$ cat config.mk
export PLATFORM = sky130hd
export DESIGN_NAME = ac_core
export DESIGN_NICKNAME = d
export VERILOG_FILES = /design/src/rtl/ac_pkg.sv /design/src/rtl/ac_alu.sv /design/src/rtl/ac_core.sv
export SDC_FILE = /design/constraint.sdc
export NUM_CORES = 1
export LEC_CHECK = 0
export BUFFER_PORTS_ARGS = -buffer_cell sky130_fd_sc_hd__buf_2
export CORE_ASPECT_RATIO = 0.5
export CORE_MARGIN = 8
export CORE_UTILIZATION = 50
export DETAILED_ROUTE_END_ITERATION = 8
export GPL_TIMING_DRIVEN = 0
export HOLD_SLACK_MARGIN = 0.06
export PLACE_DENSITY_LB_ADDON = 0.08
export SKIP_LAST_GASP = 1
export SLEW_MARGIN = 20
export SYNTH_ARGS = -nofsm -noshare
export SYNTH_HDL_FRONTEND = slang
export SYNTH_SLANG_ARGS = --single-unit
$ cat constraint.sdc
create_clock -name clk_i -period 3.3 [get_ports clk_i]
set_input_delay 0.495 -clock clk_i [delete_from_list [all_inputs] [get_ports clk_i]]
set_output_delay 0.495 -clock clk_i [all_outputs]
set_load 0.005 [all_outputs]
$ cat src/rtl/ac_pkg.sv
// Shared widths, opcode and FSM state encodings for the ac_core accumulator CPU.
package ac_pkg;

  localparam int unsigned ADDR_W = 5;
  localparam int unsigned DATA_W = 8;
  localparam int unsigned OP_W   = DATA_W - ADDR_W;

  localparam logic [OP_W-1:0] OP_LDA = 3'd0;
  localparam logic [OP_W-1:0] OP_STA = 3'd1;
  localparam logic [OP_W-1:0] OP_ADD = 3'd2;
  localparam logic [OP_W-1:0] OP_SUB = 3'd3;
  localparam logic [OP_W-1:0] OP_JMP = 3'd4;
  localparam logic [OP_W-1:0] OP_JZ  = 3'd5;
  localparam logic [OP_W-1:0] OP_JC  = 3'd6;
  localparam logic [OP_W-1:0] OP_HLT = 3'd7;

  localparam logic [1:0] ST_FETCH = 2'd0;
  localparam logic [1:0] ST_EXEC  = 2'd1;
  localparam logic [1:0] ST_HALT  = 2'd2;

endpackage

$ cat src/rtl/ac_alu.sv
// Shared add/subtract datapath; subtraction reuses the adder as a + ~b + 1.
module ac_alu
  import ac_pkg::*;
(
  input  logic [DATA_W-1:0] a_i,
  input  logic [DATA_W-1:0] b_i,
  input  logic              sub_i,
  output logic [DATA_W-1:0] y_o,
  output logic              c_o,
  output logic              z_o
);

  logic [DATA_W-1:0] b_op;
  logic [DATA_W:0]   sum;

  always_comb begin
    b_op = sub_i ? ~b_i : b_i;
    sum  = {1'b0, a_i} + {1'b0, b_op} + (DATA_W+1)'(sub_i);
    y_o  = sum[DATA_W-1:0];
    // Borrow is the inverted carry-out of the complemented add.
    c_o  = sub_i ? ~sum[DATA_W] : sum[DATA_W];
    z_o  = (y_o == '0);
  end

endmodule

$ cat src/rtl/ac_core.sv
// Accumulator CPU: FETCH/EXEC FSM with terminal HALT, sole master of a 32x8 RAM.
module ac_core
  import ac_pkg::*;
(
  input  logic              clk_i,
  input  logic              rst_ni,
  input  logic              run_i,
  input  logic [DATA_W-1:0] ram_dout_i,
  output logic [ADDR_W-1:0] ram_addr_o,
  output logic              ram_wen_o,
  output logic [DATA_W-1:0] ram_din_o,
  output logic [DATA_W-1:0] acc_o,
  output logic [ADDR_W-1:0] pc_o,
  output logic              zero_o,
  output logic              carry_o,
  output logic              halted_o
);

  logic [1:0]        state_q, state_d;
  logic [ADDR_W-1:0] pc_q, pc_d;
  logic [DATA_W-1:0] ir_q, ir_d;
  logic [DATA_W-1:0] acc_q, acc_d;
  logic              z_q, z_d;
  logic              c_q, c_d;

  logic [OP_W-1:0]   opcode;
  logic [ADDR_W-1:0] operand;
  logic [DATA_W-1:0] alu_y;
  logic              alu_c, alu_z;

  assign opcode  = ir_q[DATA_W-1 -: OP_W];
  assign operand = ir_q[ADDR_W-1:0];

  ac_alu u_alu (
    .a_i   (acc_q),
    .b_i   (ram_dout_i),
    .sub_i (opcode == OP_SUB),
    .y_o   (alu_y),
    .c_o   (alu_c),
    .z_o   (alu_z)
  );

  always_ff @(posedge clk_i or negedge rst_ni) begin
    if (!rst_ni) begin
      state_q <= ST_FETCH;
      pc_q    <= '0;
      ir_q    <= '0;
      acc_q   <= '0;
      z_q     <= 1'b0;
      c_q     <= 1'b0;
    end else begin
      state_q <= state_d;
      pc_q    <= pc_d;
      ir_q    <= ir_d;
      acc_q   <= acc_d;
      z_q     <= z_d;
      c_q     <= c_d;
    end
  end

  // Next-state and instruction execution.
  always_comb begin
    state_d = state_q;
    pc_d    = pc_q;
    ir_d    = ir_q;
    acc_d   = acc_q;
    z_d     = z_q;
    c_d     = c_q;
    case (state_q)
      ST_FETCH: begin
        if (run_i) begin
          ir_d    = ram_dout_i;
          pc_d    = pc_q + ADDR_W'(1);
          state_d = ST_EXEC;
        end
      end
      ST_EXEC: begin
        state_d = ST_FETCH;
        case (opcode)
          OP_LDA: begin
            acc_d = ram_dout_i;
            z_d   = (ram_dout_i == '0);
          end
          OP_ADD, OP_SUB: begin
            acc_d = alu_y;
            z_d   = alu_z;
            c_d   = alu_c;
          end
          OP_JMP: pc_d = operand;
          OP_JZ:  if (z_q) pc_d = operand;
          OP_JC:  if (c_q) pc_d = operand;
          OP_HLT: state_d = ST_HALT;
          default: ;
        endcase
      end
      ST_HALT: state_d = ST_HALT;
      default: state_d = ST_FETCH;
    endcase
  end

  // RAM port: operand address only while executing, otherwise the PC.
  assign ram_addr_o = (state_q == ST_EXEC) ? operand : pc_q;
  assign ram_wen_o  = (state_q == ST_EXEC) && (opcode == OP_STA);
  assign ram_din_o  = acc_q;

  assign acc_o    = acc_q;
  assign pc_o     = pc_q;
  assign zero_o   = z_q;
  assign carry_o  = c_q;
  assign halted_o = (state_q == ST_HALT);

endmodule

==> metrics.txt, run 1 <==
FF-to-FF setup slack=0.68 ns; Slew Viols, Final=0; grt ovf=0; status=finished clean; Reg clk slew, reported paths=0.09 ns; TritonCTS Buffers=3; fmax=0.382 GHz; routed vias/inst=5.46; pin count of the biggest net entering global routing=26; Resized cells post-CTS=0; most frequent standard cell in the layout excluding fill and tap cells=buf_2; ANT nets after route=0; Clock Path Buffers=2; final hold violation count=0; slew margin rel.=62.3%; Worst path max stage delay=0.45 ns; MaxCap Viol Count=0; H-tree depth=1; P&R area growth vs syn=16.8%; Root Driver=clkbuf_8; Die ar.=5730 um^2; Core Rows=15; die height=57.7 um; TritonCTS clock tree=built; syn_nets=210; Yosys reg bits=25; sequential cell area=626 um^2; Post-Synthesis Cells=189; post-DP HPWL=3290 um; Global Route met1 Usage=19.1%; final net count=254; RSZ-0062 raised after global routing=false; post-synthesis cell type count=42; Yosys top cell by area=dfrtp_1; Routed WL=4280 um; commonest cells after routing, fill and taps aside=buf_2 (42), nand2_1 (26), dfrtp_1 (25), a21oi_1 (17), o21ai_0 (14); Critical Path Fanout Max=10; footprint of the multi-input gates=990 um^2; Avg Inst Size Synth=9.20 um^2; Initial Util=51.4%; RePlAce Congestion=0.803; sequential fraction of the synthesis area=36.0%; Tightest Pin Transition=0.566 ns; Post-Synthesis Cell Area=1740 um^2; Setup Crit Path Kind=reg -> reg; vias in the first global route=1521; crit path cell chain=nand3b_1 -> buf_6 -> xnor2_1 -> fa_1 -> a211oi_2 -> o21ai_0 -> a21o_1 -> a21oi_1 -> xnor2_1 -> o21ai_0; setup_tns=0 ns; synth top area cells=dfrtp_1 (36%), ha_1 (6.5%), xnor2_1 (6.0%), nand2_1 (5.6%), mux2_2 (5.2%); data arrival time of the worst path=2.77 ns; clock sinks=25; Top FF cell, synth=dfrtp_1; Hold Path Class=in -> async; WL per Instance=15.6 um; core region area=3380 um^2; All-Layer GR Usage=15.7%; Global Route met3 Usage=4.42%; Peak VDD IR=0.694 mV; Worst Setup End Kind=register; met2 GRT Util=26.6%; die width=99.4 um; asr flop ratio synth=100%; Ports=41; Slowest cell on crit path=dfrtp_1; synth warn=0; Starting DRT DRC Count=37; Fin Clk Skew=0.00739 ns; initial antenna violation count=0; final setup violation count=0; Cell Pwr Density=1130 nW/um^2; IO buf count=39; setup repair bufs after CTS=0; Worst-Skew Late Latency=0.27 ns; Final Cycle Share=79.3%; crit path time final=2.62 ns; Synth top area share=36.0%; share of post-route cells with drive strength above 1=30.6%; Fin Hold WS=0.209 ns; Hold Buf Count CTS=0; post-route DRC violation count=0; Post-synth EDFFs=0; Fill cells=315; via count=1495; critical path startpoint category=register; ant diodes=0; CP required=3.45 ns; Pleak=0.960 nW; first-pass GRT wire length=7250 um; DR pass1 iterations=4; grt peak-use layer=met2
## sequential cells by signal, indices dropped and copies added, names as in the netlist
signal   count
state_q      2
pc_o         5
carry_o      1
acc_o        8
zero_o       1
ir_q         8
## metrics by stage
stage,cells,utilization (%),setup slack [ns],power (mW),area [um^2]
final,274,60.1,0.682,2.29,2030
after global routing,274,60.1,0.518,2.52,2030
after CTS,274,60.1,0.683,2.31,2030
after detailed placement,270,58.8,0.718,2.12,1990
after global placement,270,58.8,0.715,2.07,1990
after floorplan,189,-,0.948,1.68,1740
## layer usage
layer	vias to the layer above	share of wire [%]	wire length [um]
li1	744	-	-
met5	-	0	0
met3	5	4.1	174
met1	721	48	2050
met4	0	1.5	63
met2	25	47	1990
## power by group
group	total (mW)	internal (mW)	leakage, nW	switching [mW]
combinational	1.49	0.715	0.641	0.770
sequential	0.622	0.458	0.296	0.165
clock	0.181	0.0863	0.0228	0.0949
total	2.29	1.26	0.960	1.03
## final cells by class
type	instances	area share [%]
Multi-Input combinational cell	145	48.7
Clock buffer	4	2.22
Inverter	1	0.185
Timing Repair Buffer	39	9.61
Tap cell	42	2.59
Buffer	18	5.85
Sequential cell	25	30.8
## kinds of logic after synthesis
kind of cell,after synthesis,synth area share [%]
AO/OA/AOI/OAI,48,18.4
XOR/XNOR,14,7.06
adder cells (fa/ha/maj),10,7.63
buffers and inverters,19,7.05
flip-flops,25,36.0
multiplexers,8,5.18
AND/OR/NAND/NOR,65,18.7
## path summary, 6_finish.rpt
kind                       cells after the start     from        to
max                                           10  ir_q[7]   carry_o
min                                            1   rst_ni   ir_q[5]
max reg2reg                                   10  ir_q[7]   carry_o
min reg2reg                                    2  carry_o   carry_o
max in group asynchronous                      1   rst_ni  acc_o[0]
min in group clk_i                             2  carry_o   carry_o
## Yosys cell counts (4+ instances only)
library cell	n
a21oi_1	17
buf_4	8
dfrtp_1	25
ha_1	9
mux2_2	8
nand2_1	26
nand3_1	4
nor2_1	9
nor3_1	5
nor3b_1	6
o21ai_0	14
xnor2_1	12
## worst max-delay path: cells and delay by family (launching register included)
family / cells / cell delay (ns)
flip-flops: 1 / 0.45
AO/OA/AOI/OAI: 5 / 0.90
AND/OR/NAND/NOR: 1 / 0.21
XOR/XNOR: 2 / 0.30
adder cells (fa/ha/maj): 1 / 0.45
buffers and inverters: 1 / 0.18
Note: power is estimated with default switching activity, not from simulation.
==> run 2, diff against run 1 <==
--- a/config.mk
+++ b/config.mk
@@ -5,6 +5,7 @@
 export SDC_FILE = /design/constraint.sdc
 export NUM_CORES = 1
 export LEC_CHECK = 0
+export ABC_AREA = 1
 export BUFFER_PORTS_ARGS = -buffer_cell sky130_fd_sc_hd__buf_2
 export CORE_ASPECT_RATIO = 0.5
 export CORE_MARGIN = 8
==> constraint.sdc (replaced) <==
create_clock -name clk_i -period 2.5 [get_ports clk_i]
set_input_delay 0.375 -clock clk_i [delete_from_list [all_inputs] [get_ports clk_i]]
set_output_delay 0.375 -clock clk_i [all_outputs]
set_load 0.005 [all_outputs]
==> run 2 against run 1 <==
Global-route usage down 0.12 points. Critical path depth unchanged. Count of clock-buffer cells in the layout unchanged. First-iteration DRC count up 120%. Largest power group unchanged.
==> metrics.txt, run 2 <==
Yosys reg bits=25 (unchanged); core region area=3450 um^2 (+2.2%); most frequent standard cell in the layout excluding fill and tap cells=nand2_1; xor and xnor area share after synthesis=6.29% (-0.77 points); P&R area growth vs syn=17.9%; Clk pwr share=10.0% (+2.1 points); Synth top area share=34.6% (-1.4 points); final hold violation count=0 (unchanged); first-pass GRT wire length=7410 um (+2.2%); TritonCTS Buffers=3 (unchanged); Worst Setup End Kind=register; final net count=303 (+19%); Avg Inst Size Synth=7.70 um^2 (-16%); combinational group share of total power=60.2% (-4.7 points); die width=101 um (+1.7%); Core Rows=15 (unchanged); Fin Clk Skew=0.00686 ns (-0.000532 ns); Peak VDD IR=0.559 mV (-20%); most common cell in the netlist=nand2_1; Switch Pwr=1.15 mW (+12%); Starting DRT DRC Count=82 (+120%); commonest cells after routing, fill and taps aside=nand2_1 (61), buf_2 (40), inv_1 (30), dfrtp_1 (25), o21ai_0 (17); sequential fraction of the synthesis area=34.6% (-1.4 points); post-route DRC violation count=0 (unchanged); Ports=41 (unchanged); Yosys top cell by area=dfrtp_1; Resized cells post-CTS=0 (unchanged); crit path cell chain=or2_2 -> and2_1 -> fa_1 -> nand3_1 -> nand3_1 -> xnor2_1 -> nand3_1 -> nor2_2 -> nand3_2 -> a21oi_2; MaxCap Viol Count=0 (unchanged); routed vias/inst=4.90 (-10%); die height=58.6 um (+1.5%); final instance area=2130 um^2 (+5.1%); critical path startpoint category=register; Post-synth EDFFs=0 (unchanged); multiplexer share of the synthesized area=0% (-5.2 points); CP required=2.72 ns (-0.73 ns); syn_nets=256 (+22%); Pleak=1.13 nW (+17%); vias in the first global route=1570 (+3.2%); Critical Path Fanout Max=5 (-5); largest family of logic cells by synthesized area=simple AND/OR/NAND/NOR gates; RePlAce Congestion=0.832 (+3.6%); fmax=0.426 GHz (+11%); IO buf count=40 (+2.6%); All-Layer GR Usage=15.6% (-0.12 points); Top FF cell, synth=dfrtp_1; Cell Pwr Density=1170 nW/um^2 (+3.8%); sw frac=46.1% (+1.2 points); Final Cycle Share=93.9% (+15 points); Post-Synthesis Cells=235 (+24%); Post-Synth Simple-Gate Area=28.0% (+9.3 points); Hold Path Class=in -> async; clock sinks=25 (unchanged); Die ar.=5920 um^2 (+3.3%); status=finished clean; Fill cells=349 (+11%); share of post-route cells with drive strength above 1=26.7% (-3.9 points); setup_tns=0 ns (unchanged); Hold Buf Count CTS=0 (unchanged); pin count of the biggest net entering global routing=26 (unchanged); asr flop ratio synth=100% (unchanged); Post-Synthesis Cell Area=1810 um^2 (+4.2%); RSZ-0062 raised after global routing=false; via count=1627 (+8.8%); Routed WL=4420 um (+3.3%); Reg clk slew, reported paths=0.09 ns (about the same); Tightest Pin Transition=0.580 ns (+0.0142 ns); WL per Instance=13.3 um (-15%); crit path time final=2.35 ns (-0.270 ns); synth cell count leaders=nand2_1 (61), inv_1 (30), dfrtp_1 (25), o21ai_0 (17), xor2_1 (12); Clock Path Buffers=2 (unchanged); H-tree depth=1 (unchanged); Area after DPL=2070 um^2 (+4.5%); ant diodes=0 (unchanged); synth warn=0 (unchanged); Setup Crit Path Kind=reg -> reg; DR pass1 iterations=4 (unchanged); initial antenna violation count=0 (unchanged); Final Power=2.50 mW (+9.1%); Slew Viols, Final=0 (unchanged); Root Driver=clkbuf_8; sequential power share=29.8% (+2.6 points); Initial Util=52.4% (+0.98 points); grt ovf=0 (unchanged); ANT nets after route=0 (unchanged); Slowest cell on crit path=fa_1; crit-path most repeated cell=nand3_1; internal power=1.35 mW (+6.8%); data arrival time of the worst path=2.56 ns (-0.21 ns); slew margin rel.=61.3% (-0.95 points); post-synthesis cell type count=34 (-19%); Worst-Skew Late Latency=0.28 ns (about the same); compound-cell area share of the yosys netlist=13.1% (-5.3 points); Worst path max stage delay=0.44 ns (about the same); adder-cell share of the synthesized area=7.33% (-0.31 points); post-DP HPWL=3500 um (+6.2%); synth top area cells=dfrtp_1 (35%), nand2_1 (13%), ha_1 (6.2%), inv_1 (6.2%), xor2_1 (5.8%); final setup violation count=0 (unchanged); TritonCTS clock tree=built
run 2: changes by cell type in the layout (fill, tap and decap cells not counted), moves of 4 or more:
cell / before / now
inv_1: 1 / 30
xnor2_1: 12 / 1
xor2_1: 2 / 12
a21oi_1: 17 / 6
nor3_1: 5 / 1
nand3_1: 4 / 10
nor2_2: 0 / 4
nand2_1: 26 / 61
nand2_2: 0 / 4
mux2_2: 8 / 0
nor3b_1: 6 / 0
run 2: repair_timing:
item | in CTS | in global routing
setup endpoints to repair | 0 | 1
buffers inserted | 0 | 2
endpoints found under the hold margin | 0 | 0
run 2: cells by family after synthesis:
| kind of cell | Yosys count |
|---|---|
| buffers and inverters | 43 |
| adder cells (fa/ha/maj) | 10 |
| AO/OA/AOI/OAI | 39 |
| flip-flops | 25 |
| XOR/XNOR | 13 |
| AND/OR/NAND/NOR | 105 |
run 2: critical path, delay by kind of cell, from the launching register on:
kind / cells / cell delay (ns)
AOI/OAI and AO/OA: 1 / 0.11
xor gates and xnor gates: 1 / 0.22
adders and majority gates: 1 / 0.44
DFF: 1 / 0.43
and+or+nand+nor: 7 / 1.08
run 2: stage by stage:
stage,instances,setup slack (ns),hold slack (ns),util (%)
4_1_cts,330,0.107,0.104,61.4
3_5_place_dp,326,0.0726,0.409,60.1
5_1_grt,332,0.0116,0.125,61.8
2_1_floorplan,235,0.394,0.0794,-
6_report,332,0.152,0.0863,61.8
3_3_place_gp,326,0.118,0.405,60.1
run 2: layout make-up:
type | count | area (um^2) | share of cell area, %
tap | 51 | 63.8 | 2.99
multi-input combinational | 167 | 990 | 46.4
clock buffer | 4 | 45.0 | 2.11
timing repair buffer | 42 | 215 | 10.1
sequential | 25 | 626 | 29.3
buffer | 10 | 71.3 | 3.34
inverter | 33 | 124 | 5.80
run 2: path summary, 6_finish.rpt:
check,start,end,slack (ns),cells after the start
setup / recovery,acc_o[0],zero_o,0.15,10
hold / removal,rst_ni,acc_o[0],0.09,1
min in group clk_i,ram_dout_i[6],acc_o[6],0.37,3
hold reg to reg,ir_q[2],ir_q[2],0.49,2
max in group asynchronous,rst_ni,state_q[0],2.03,1
setup reg to reg,acc_o[0],zero_o,0.15,10
run 2: metal layers:
metal  global-route usage, %  vias up  routed length, um
li1                        -      846                  -
met1                    20.2      745               2210
met2                    25.4       31               1920
met3                    3.17        5                237
met4                    5.03        0                 49
met5                       0        -                  0
run 2: power groups by stage:
stage	registers, mW	clock network, mW	logic [mW]
CTS	0.745	0.256	1.51
floorplan	0.732	0	1.05
detailed placement	0.753	0	1.50
finish	0.744	0.251	1.50
global placement	0.745	0	1.47
global route	0.777	0.268	1.70
